`config.mk`:
```
export PLATFORM = sky130hd
export DESIGN_NAME = bip_control_unit
export DESIGN_NICKNAME = d
export VERILOG_FILES = /design/src/rtl/bip_control_unit.sv
export SDC_FILE = /design/constraint.sdc
export NUM_CORES = 1
export LEC_CHECK = 0
export CAP_MARGIN = 25
export CORE_MARGIN = 5
export CORE_UTILIZATION = 44
export DETAILED_ROUTE_END_ITERATION = 7
export PLACE_DENSITY = 0.76
export SLEW_MARGIN = 20
export SYNTH_ARGS = -nofsm -noshare
export SYNTH_HDL_FRONTEND = slang
export SYNTH_SLANG_ARGS = --single-unit
```
`constraint.sdc`:
```
create_clock -name i_clock -period 1.7 [get_ports i_clock]
set_input_delay 0.34 -clock i_clock [delete_from_list [all_inputs] [get_ports i_clock]]
set_output_delay 0.34 -clock i_clock [all_outputs]
set_load 0.01 [all_outputs]
```
`src/rtl/bip_control_unit.sv`:
```
// bip_control_unit: registered, multi-cycle BIP instruction decoder.
// Decodes {opcode, operand} into datapath controls through a
// DECODE / EXEC / MEMWAIT / HALT state machine. Data-RAM reads stretch
// over MEM_RD_LAT wait cycles before the accumulator write.
// Optional feature macro: BIP_TRAP_ILLEGAL_EN (illegal opcode traps to HALT
// with a sticky o_illegal instead of executing as a NOP).
module bip_control_unit #(
    parameter int OPCODE_W   = 5,
    parameter int OPERAND_W  = 11,
    parameter int MEM_RD_LAT = 1,
    parameter int ALU_OP_W   = 3
) (
    input  logic                          i_clock,
    input  logic                          i_reset_n,
    input  logic                          i_instr_valid,
    input  logic [OPCODE_W+OPERAND_W-1:0] i_instruction,
    input  logic                          i_acc_zero,
    input  logic                          i_resume,
    output logic                          o_enable_pc,
    output logic                          o_load_pc,
    output logic [OPERAND_W-1:0]          o_pc_target,
    output logic [1:0]                    o_sel_a,
    output logic                          o_sel_b,
    output logic [ALU_OP_W-1:0]           o_alu_op,
    output logic                          o_write_acc,
    output logic                          o_write_mem,
    output logic                          o_read_mem,
    output logic [OPERAND_W-1:0]          o_operand,
    output logic                          o_halted,
    output logic                          o_illegal
);

    typedef enum logic [1:0] {
        ST_DECODE,
        ST_EXEC,
        ST_MEMWAIT,
        ST_HALT
    } state_e;

    typedef enum logic [OPCODE_W-1:0] {
        OP_HLT  = OPCODE_W'(0),
        OP_STO  = OPCODE_W'(1),
        OP_LD   = OPCODE_W'(2),
        OP_LDI  = OPCODE_W'(3),
        OP_ADD  = OPCODE_W'(4),
        OP_ADDI = OPCODE_W'(5),
        OP_SUB  = OPCODE_W'(6),
        OP_SUBI = OPCODE_W'(7),
        OP_AND  = OPCODE_W'(8),
        OP_ANDI = OPCODE_W'(9),
        OP_OR   = OPCODE_W'(10),
        OP_ORI  = OPCODE_W'(11),
        OP_XOR  = OPCODE_W'(12),
        OP_XORI = OPCODE_W'(13),
        OP_JMP  = OPCODE_W'(14),
        OP_BEQ  = OPCODE_W'(15),
        OP_BNE  = OPCODE_W'(16)
    } opcode_e;

    typedef struct packed {
        logic [1:0]          sel_a;
        logic                sel_b;
        logic [ALU_OP_W-1:0] alu_op;
        logic                write_acc;
        logic                write_mem;
        logic                read_mem;
        logic                branch;
        logic                legal;
    } ctrl_t;

    localparam logic       HAS_WAIT  = (MEM_RD_LAT > 0);
    localparam logic [3:0] WAIT_INIT = HAS_WAIT ? 4'(MEM_RD_LAT - 1) : 4'd0;

    // Static opcode -> control mapping, independent of timing.
    function automatic ctrl_t decode_op(input logic [OPCODE_W-1:0] op);
        ctrl_t c;
        c       = '0;
        c.legal = 1'b1;
        case (op)
            OP_HLT: ;
            OP_STO: c.write_mem = 1'b1;
            OP_LD: begin
                c.write_acc = 1'b1;
                c.read_mem  = 1'b1;
            end
            OP_LDI: begin
                c.sel_a     = 2'd1;
                c.write_acc = 1'b1;
            end
            OP_ADD, OP_SUB, OP_AND, OP_OR, OP_XOR: begin
                c.sel_a     = 2'd2;
                c.write_acc = 1'b1;
                c.read_mem  = 1'b1;
            end
            OP_ADDI, OP_SUBI, OP_ANDI, OP_ORI, OP_XORI: begin
                c.sel_a     = 2'd2;
                c.sel_b     = 1'b1;
                c.write_acc = 1'b1;
            end
            OP_JMP, OP_BEQ, OP_BNE: c.branch = 1'b1;
            default: c.legal = 1'b0;
        endcase
        case (op)
            OP_SUB, OP_SUBI: c.alu_op = ALU_OP_W'(1);
            OP_AND, OP_ANDI: c.alu_op = ALU_OP_W'(2);
            OP_OR,  OP_ORI:  c.alu_op = ALU_OP_W'(3);
            OP_XOR, OP_XORI: c.alu_op = ALU_OP_W'(4);
            default:         c.alu_op = '0;
        endcase
        return c;
    endfunction

    logic [OPCODE_W-1:0]  instr_op;
    logic [OPERAND_W-1:0] instr_opnd;
    ctrl_t                dec_in;
    ctrl_t                dec_q;

    assign instr_op   = i_instruction[OPCODE_W+OPERAND_W-1 -: OPCODE_W];
    assign instr_opnd = i_instruction[OPERAND_W-1:0];

    state_e               state_q, state_d;
    logic [OPCODE_W-1:0]  op_q, op_d;
    logic [3:0]           cnt_q, cnt_d;
    logic                 enable_pc_q, enable_pc_d;
    logic                 load_pc_q, load_pc_d;
    logic [OPERAND_W-1:0] pc_target_q, pc_target_d;
    logic [1:0]           sel_a_q, sel_a_d;
    logic                 sel_b_q, sel_b_d;
    logic [ALU_OP_W-1:0]  alu_op_q, alu_op_d;
    logic                 write_acc_q, write_acc_d;
    logic                 write_mem_q, write_mem_d;
    logic                 read_mem_q, read_mem_d;
    logic [OPERAND_W-1:0] operand_q, operand_d;
    logic                 halted_q, halted_d;
    logic                 illegal_q, illegal_d;

    assign dec_in = decode_op(instr_op);
    assign dec_q  = decode_op(op_q);

    // Next state plus the control values that will be visible during it;
    // outputs are registered so they line up with the state they belong to.
    always_comb begin
        state_d     = state_q;
        op_d        = op_q;
        cnt_d       = cnt_q;
        enable_pc_d = 1'b0;
        load_pc_d   = 1'b0;
        pc_target_d = pc_target_q;
        sel_a_d     = '0;
        sel_b_d     = 1'b0;
        alu_op_d    = '0;
        write_acc_d = 1'b0;
        write_mem_d = 1'b0;
        read_mem_d  = 1'b0;
        operand_d   = operand_q;
        halted_d    = 1'b0;
        illegal_d   = 1'b0;

        case (state_q)
            ST_DECODE: begin
                if (i_instr_valid) begin
                    op_d = instr_op;
                    if (instr_op == OP_HLT) begin
                        state_d  = ST_HALT;
                        halted_d = 1'b1;
                    end else if (!dec_in.legal) begin
`ifdef BIP_TRAP_ILLEGAL_EN
                        state_d   = ST_HALT;
                        halted_d  = 1'b1;
                        illegal_d = 1'b1;
`else
                        state_d     = ST_EXEC;
                        operand_d   = instr_opnd;
                        enable_pc_d = 1'b1;
                        illegal_d   = 1'b1;
`endif
                    end else begin
                        state_d     = ST_EXEC;
                        operand_d   = instr_opnd;
                        sel_a_d     = dec_in.sel_a;
                        sel_b_d     = dec_in.sel_b;
                        alu_op_d    = dec_in.alu_op;
                        write_mem_d = dec_in.write_mem;
                        read_mem_d  = dec_in.read_mem;
                        if (dec_in.read_mem && HAS_WAIT) begin
                            cnt_d = WAIT_INIT;
                        end else begin
                            write_acc_d = dec_in.write_acc;
                            enable_pc_d = 1'b1;
                        end
                        if (dec_in.branch) begin
                            pc_target_d = instr_opnd;
                            if (instr_op == OP_JMP)      load_pc_d = 1'b1;
                            else if (instr_op == OP_BEQ) load_pc_d = i_acc_zero;
                            else                         load_pc_d = ~i_acc_zero;
                        end
                    end
                end
            end
            ST_EXEC: begin
                // Counter is held on entry to MEMWAIT so its first cycle
                // sees MEM_RD_LAT-1; the write lands when it reads zero.
                if (dec_q.read_mem && HAS_WAIT) begin
                    state_d     = ST_MEMWAIT;
                    sel_a_d     = dec_q.sel_a;
                    sel_b_d     = dec_q.sel_b;
                    alu_op_d    = dec_q.alu_op;
                    read_mem_d  = 1'b1;
                    write_acc_d = (cnt_q == 4'd0);
                    enable_pc_d = (cnt_q == 4'd0);
                end else begin
                    state_d = ST_DECODE;
                end
            end
            ST_MEMWAIT: begin
                if (cnt_q == 4'd0) begin
                    state_d = ST_DECODE;
                end else begin
                    cnt_d       = cnt_q - 4'd1;
                    sel_a_d     = dec_q.sel_a;
                    sel_b_d     = dec_q.sel_b;
                    alu_op_d    = dec_q.alu_op;
                    read_mem_d  = 1'b1;
                    write_acc_d = (cnt_q == 4'd1);
                    enable_pc_d = (cnt_q == 4'd1);
                end
            end
            ST_HALT: begin
                if (i_resume) begin
                    state_d     = ST_EXEC;
                    enable_pc_d = 1'b1;
                end else begin
                    halted_d  = 1'b1;
                    illegal_d = illegal_q;
                end
            end
            default: state_d = ST_DECODE;
        endcase
    end

    // State and registered outputs; asynchronous active-low reset.
    always_ff @(posedge i_clock or negedge i_reset_n) begin
        if (!i_reset_n) begin
            state_q     <= ST_DECODE;
            op_q        <= '0;
            cnt_q       <= '0;
            enable_pc_q <= 1'b0;
            load_pc_q   <= 1'b0;
            pc_target_q <= '0;
            sel_a_q     <= '0;
            sel_b_q     <= 1'b0;
            alu_op_q    <= '0;
            write_acc_q <= 1'b0;
            write_mem_q <= 1'b0;
            read_mem_q  <= 1'b0;
            operand_q   <= '0;
            halted_q    <= 1'b0;
            illegal_q   <= 1'b0;
        end else begin
            state_q     <= state_d;
            op_q        <= op_d;
            cnt_q       <= cnt_d;
            enable_pc_q <= enable_pc_d;
            load_pc_q   <= load_pc_d;
            pc_target_q <= pc_target_d;
            sel_a_q     <= sel_a_d;
            sel_b_q     <= sel_b_d;
            alu_op_q    <= alu_op_d;
            write_acc_q <= write_acc_d;
            write_mem_q <= write_mem_d;
            read_mem_q  <= read_mem_d;
            operand_q   <= operand_d;
            halted_q    <= halted_d;
            illegal_q   <= illegal_d;
        end
    end

    assign o_enable_pc = enable_pc_q;
    assign o_load_pc   = load_pc_q;
    assign o_pc_target = pc_target_q;
    assign o_sel_a     = sel_a_q;
    assign o_sel_b     = sel_b_q;
    assign o_alu_op    = alu_op_q;
    assign o_write_acc = write_acc_q;
    assign o_write_mem = write_mem_q;
    assign o_read_mem  = read_mem_q;
    assign o_operand   = operand_q;
    assign o_halted    = halted_q;
    assign o_illegal   = illegal_q;

endmodule

```
Word-level counts from Yosys, hierarchy flattened. Memory sizes are Yosys's and may differ from the RTL's. Index checks and enable logic that the tools add are counted.

Register bits: 46. Bits in read-only memories: 96. Output and inout port bits: 35. Word-level logic and storage cells: 158. Memories kept: 2.

Memory list: (name not given) (words 16, bits a word 3, rd ports 1, clocked after memory_dff 0, wr ports 0, RTL line 103) `case (op)`; (name not given) (words 16, bits a word 3, rd ports 1, clocked after memory_dff 0, wr ports 0, RTL line 103).

$add $sub $neg: 1. Eq/ne operators: 39. Mux-type cells: 81. Bitwise gates (word level): 2. Reductions and logical operators: 18.

Operators by type and width (number): $eq A5 B4 Y1 const B (14); $mux W1 (47); $eq A5 B3 Y1 const B (8); $mux W3 (7); $eq A5 B2 Y1 const B (4); $mux W2 (10); $mux W4 (5); $reduce_or A10 Y1 (2); $reduce_or A17 Y1 (1); $ne A2 B2 Y1 const B (7); $reduce_or A12 Y1 (1); $reduce_or A6 Y1 (2); $reduce_or A5 Y1 (2); $pmux W1 S3 (3); $pmux W3 S3 (1); $pmux W2 S2 (2); $pmux W2 S4 (1); $pmux W4 S2 (1); $pmux W2 S3 (1); $reduce_and A3 Y1 (2); $reduce_and A6 Y1 (1); $eq A5 B1 Y1 const B (1); $eq A5 B5 Y1 const B (1); $logic_not A5 Y1 (1); 13 further kinds (16).

Logic depth before layout (Yosys ltp).
Depth after elaboration: 8. Mapped depth: 7.

Worst setup path after synthesis. No wires, ideal clock.

Path type: reg-to-reg. From: reg state_q[0]. To: reg pc_target_q[0], in the netlist o_pc_target[0]. Setup time: 125 ps. Arrival: 1649 ps. Path slack: -75 ps. Cell stages (with the launch flop): 8. Buffers on the path: 2. Period minus slack after synthesis: 1775 ps. Cells stage by stage: dfrtp_1 inv_1 ha_1 and2_1 buf_2 a31o_4 buf_12 mux2_4.

Word-level cells in the longest chain between the ends: 2.

Ends and longest elaborated chain: start, declared (RTL line 121) `state_e state_q, state_d;`; start signal, assigned (RTL line 260) `state_q <= state_d;`; $logic_not A2 Y1 (RTL line 159) `case (state_q)`; $reduce_and A5 Y1 (no source line); end signal, assigned (RTL line 265) `pc_target_q <= pc_target_d;`; end, declared (RTL line 126) `logic [OPERAND_W-1:0] pc_target_q, pc_target_d;`.

Every way passes these cells. A chain may end at the register's enable or synchronous reset.

Final worst setup path.
From: reg state_q[1]. To: reg pc_target_q[10], in the netlist o_pc_target[10].

Same word-level chain as after synthesis.

==> metrics <==
worst reg2reg setup slack approximately 0.0045 ns; setup TNS 0 ns; Overflow after GRT 0; Slew headroom 0.5908; DR vias/cell around 5.2; Die ar. about 6500 um^2; Critical Path RT 1.88 ns; H-tree levels 2; Post-synth EDFFs 0; number of port buffers between 50 and 60; clock net sink count 46; internal power 3.652 mW; 1st-pass router iterations 4; switching part of the total 0.3436; clock buffer count from CTS 5; routed len/inst ~17 um; layout cell share with drive strength beyond 1 0.3620; Top FF cell, synth dfrtp_1; pin count of the biggest net entering global routing 27; # DRC 0; Detail Route Antenna Nets 0; final non-filler cell area 3372 um^2; Ys Warns 0; Setup violations, final 0; fmax 589.8 MHz; Clock transition at path regs 0.08 ns; Netlist cell types 43; CTS tree yes; fin nets just over 300; reg2reg start state_q[1]; CP arrival approximately 1.9 ns; Fill cells between 300 and 400; Flop pwr share 0.335; maximum resistive drop on vdd between 0.8 and 0.9 mV; flops & latches, synth 46; Core Box Area about 4800 um^2; CTS root buffer clkbuf_8; R2R Path End o_pc_target[10]; total track usage 0.1876; syn avg cell area between 10 and 15 um^2; Syn Inst Count 185; RSZ-0062 raised after global routing true; Final GP Congestion just over 0.8; Rows 25; vias in the first global route about 1,900; fin worst setup slack between 0.004 and 0.005 ns; Pins Over Slew Limit 0; num ports between 50 and 60; Min-Delay Path Class primary input to asynchronous set/reset pin; Post-Route WL ~5.8 mm; final worst-path cycle share 0.9973; commonest non-fill, non-tap cell in the layout clkdlybuf4s50_1; fin crit period between 1.5 and 2 ns; Mapped Area 2196 um^2; crit end category register; detailed placer's ending HPWL ~4.1 mm; Final Power between 5 and 6 mW; most frequent cells in the layout 51 x clkdlybuf4s50_1, 46 x dfrtp_1, 30 x buf_4, 14 x mux2_2, 12 x nor2_1; leak pwr between 1 and 1.5 nW; CP Launch Point state_q[1]; die height approximately 80 um; worst hold slack roughly 0.049 ns; crit-path max FO 6; Seq/Total Area, Yosys 0.5242; Cell Area, Placed between 3000 and 4000 um^2; worst skew pair latency 0.30 ns; Die Wd 80.65 um; Final Util 0.7046; via count ~1,800; pwr dens around 1600 nW/um^2; DP Cell Count ~330; Post-Syn Nets 213; Comb power frac 0.521; P_sw ~1.9 mW; Synth async-reset ratio 1.000; outcome completed; DP Worst Slack -0.4298 ns; first-pass GRT wire length between 9 and 10 mm; depth of the most critical reg-to-reg path 7; Critical Path Start Type register; Worst Max-Slew Pin Slew slightly above 0.6 ns; Clock Skew ~0.011 ns; maxcap violations 0; synth-to-layout area growth 53.56%; starting density of the core 0.4588; critical setup path kind register to register; Ant. Diodes 0; Clk network pwr share 0.144; initial DRC count roughly 100; antenna violations before repair 0; Hold Violations, Final 0; Non-Filler Instances 346; Clock Tree Buf Depth 2
==> cell usage after synthesis, types with 2 or more instances <==
library cell	count	area, um^2
mux2i_1	3	30.03
nor2_1	13	48.80
nor4_1	2	12.51
nand3_1	11	55.05
nor3_1	7	35.03
nand4_1	2	12.51
mux2_4	9	135.1
ha_1	7	87.58
buf_6	2	22.52
o21ai_0	7	35.03
dfrtp_1	46	1151
inv_1	9	33.78
o32ai_1	2	17.52
o22ai_1	3	18.77
nand2_1	11	41.29
a31oi_1	2	12.51
a21oi_1	7	35.03
buf_2	2	10.01
mux2_2	16	180.2
==> cells by family (layout without fill, tap and decap cells) <==
kind of cell / after synthesis / count (layout) / synth area share
adder cells (fa/ha/maj): 7 / 7 / 0.03988
AND/OR/NAND/NOR: 59 / 59 / 0.1425
AO/OA/AOI/OAI: 28 / 29 / 0.08547
XOR/XNOR: 2 / 2 / 0.007979
buffers and inverters: 15 / 108 / 0.04274
multiplexers: 28 / 28 / 0.1573
flip-flops: 46 / 46 / 0.5242
==> layer usage <==
layer / GRT usage / part of all wire
met1: 0.2333 / 0.40
met3: 0.03700 / 0.053
met5: 0 / 0
met4: 0.06250 / 0.016
met2: 0.3245 / 0.53
==> flip-flops by register name, summed over array words and instances (netlist names), 2 cells and up <==
name,flops
op_q,5
o_sel_a,2
o_alu_op,3
cnt_q,4
state_q,2
o_operand,11
o_pc_target,11
==> worst max-delay path: stages, from the launching register on <==
cell	delay, ns
dfrtp_1	0.40
inv_2	0.09
buf_6	0.11
ha_4	0.15
nand2_4	0.08
nor3_4	0.22
a31o_4	0.21
mux2_4	0.32
==> worst max path at each step <==
stage                       to  cells after the start  slack (ns)
3_5_place_dp    o_pc_target[1]                      5       -0.43
4_1_cts             state_q[0]                      8      0.0008
2_1_floorplan       state_q[0]                      6       0.002
3_3_place_gp    o_pc_target[2]                      5       -0.40
6_report       o_pc_target[10]                      7       0.005
5_1_grt               cnt_q[1]                      8       -0.06
==> power groups by stage <==
stage	clock network (mW)	logic [mW]	registers, mW
floorplan	0	1.12	1.98
global placement	0	2.44	1.84
detailed placement	0	2.50	1.86
CTS	0.818	2.67	1.85
global route	0.862	3.11	1.92
finish	0.799	2.90	1.86
==> area by class of cell <==
type                            instances  area, um^2  share of cell area
Clock buffer                            6       72.57             0.02152
Multi-Input combinational cell        125        1146              0.3399
Timing Repair Buffer                   91       847.1              0.2512
Tap cell                               67       83.83             0.02486
Sequential cell                        46        1151              0.3414
Clock inverter                          2       37.54             0.01113
Inverter                                9       33.78             0.01002
==> repair_timing <==
item | in CTS | in global routing
resized for setup | 23 | 24
hold buffers | 0 | 0
setup endpoints to repair | 30 | 32
buffers inserted | 1 | 3
hold endpoints to repair | 0 | 0
pin swaps | 6 | 11
gates cloned | 2 | 0
Power figures use the tool's default switching activity.
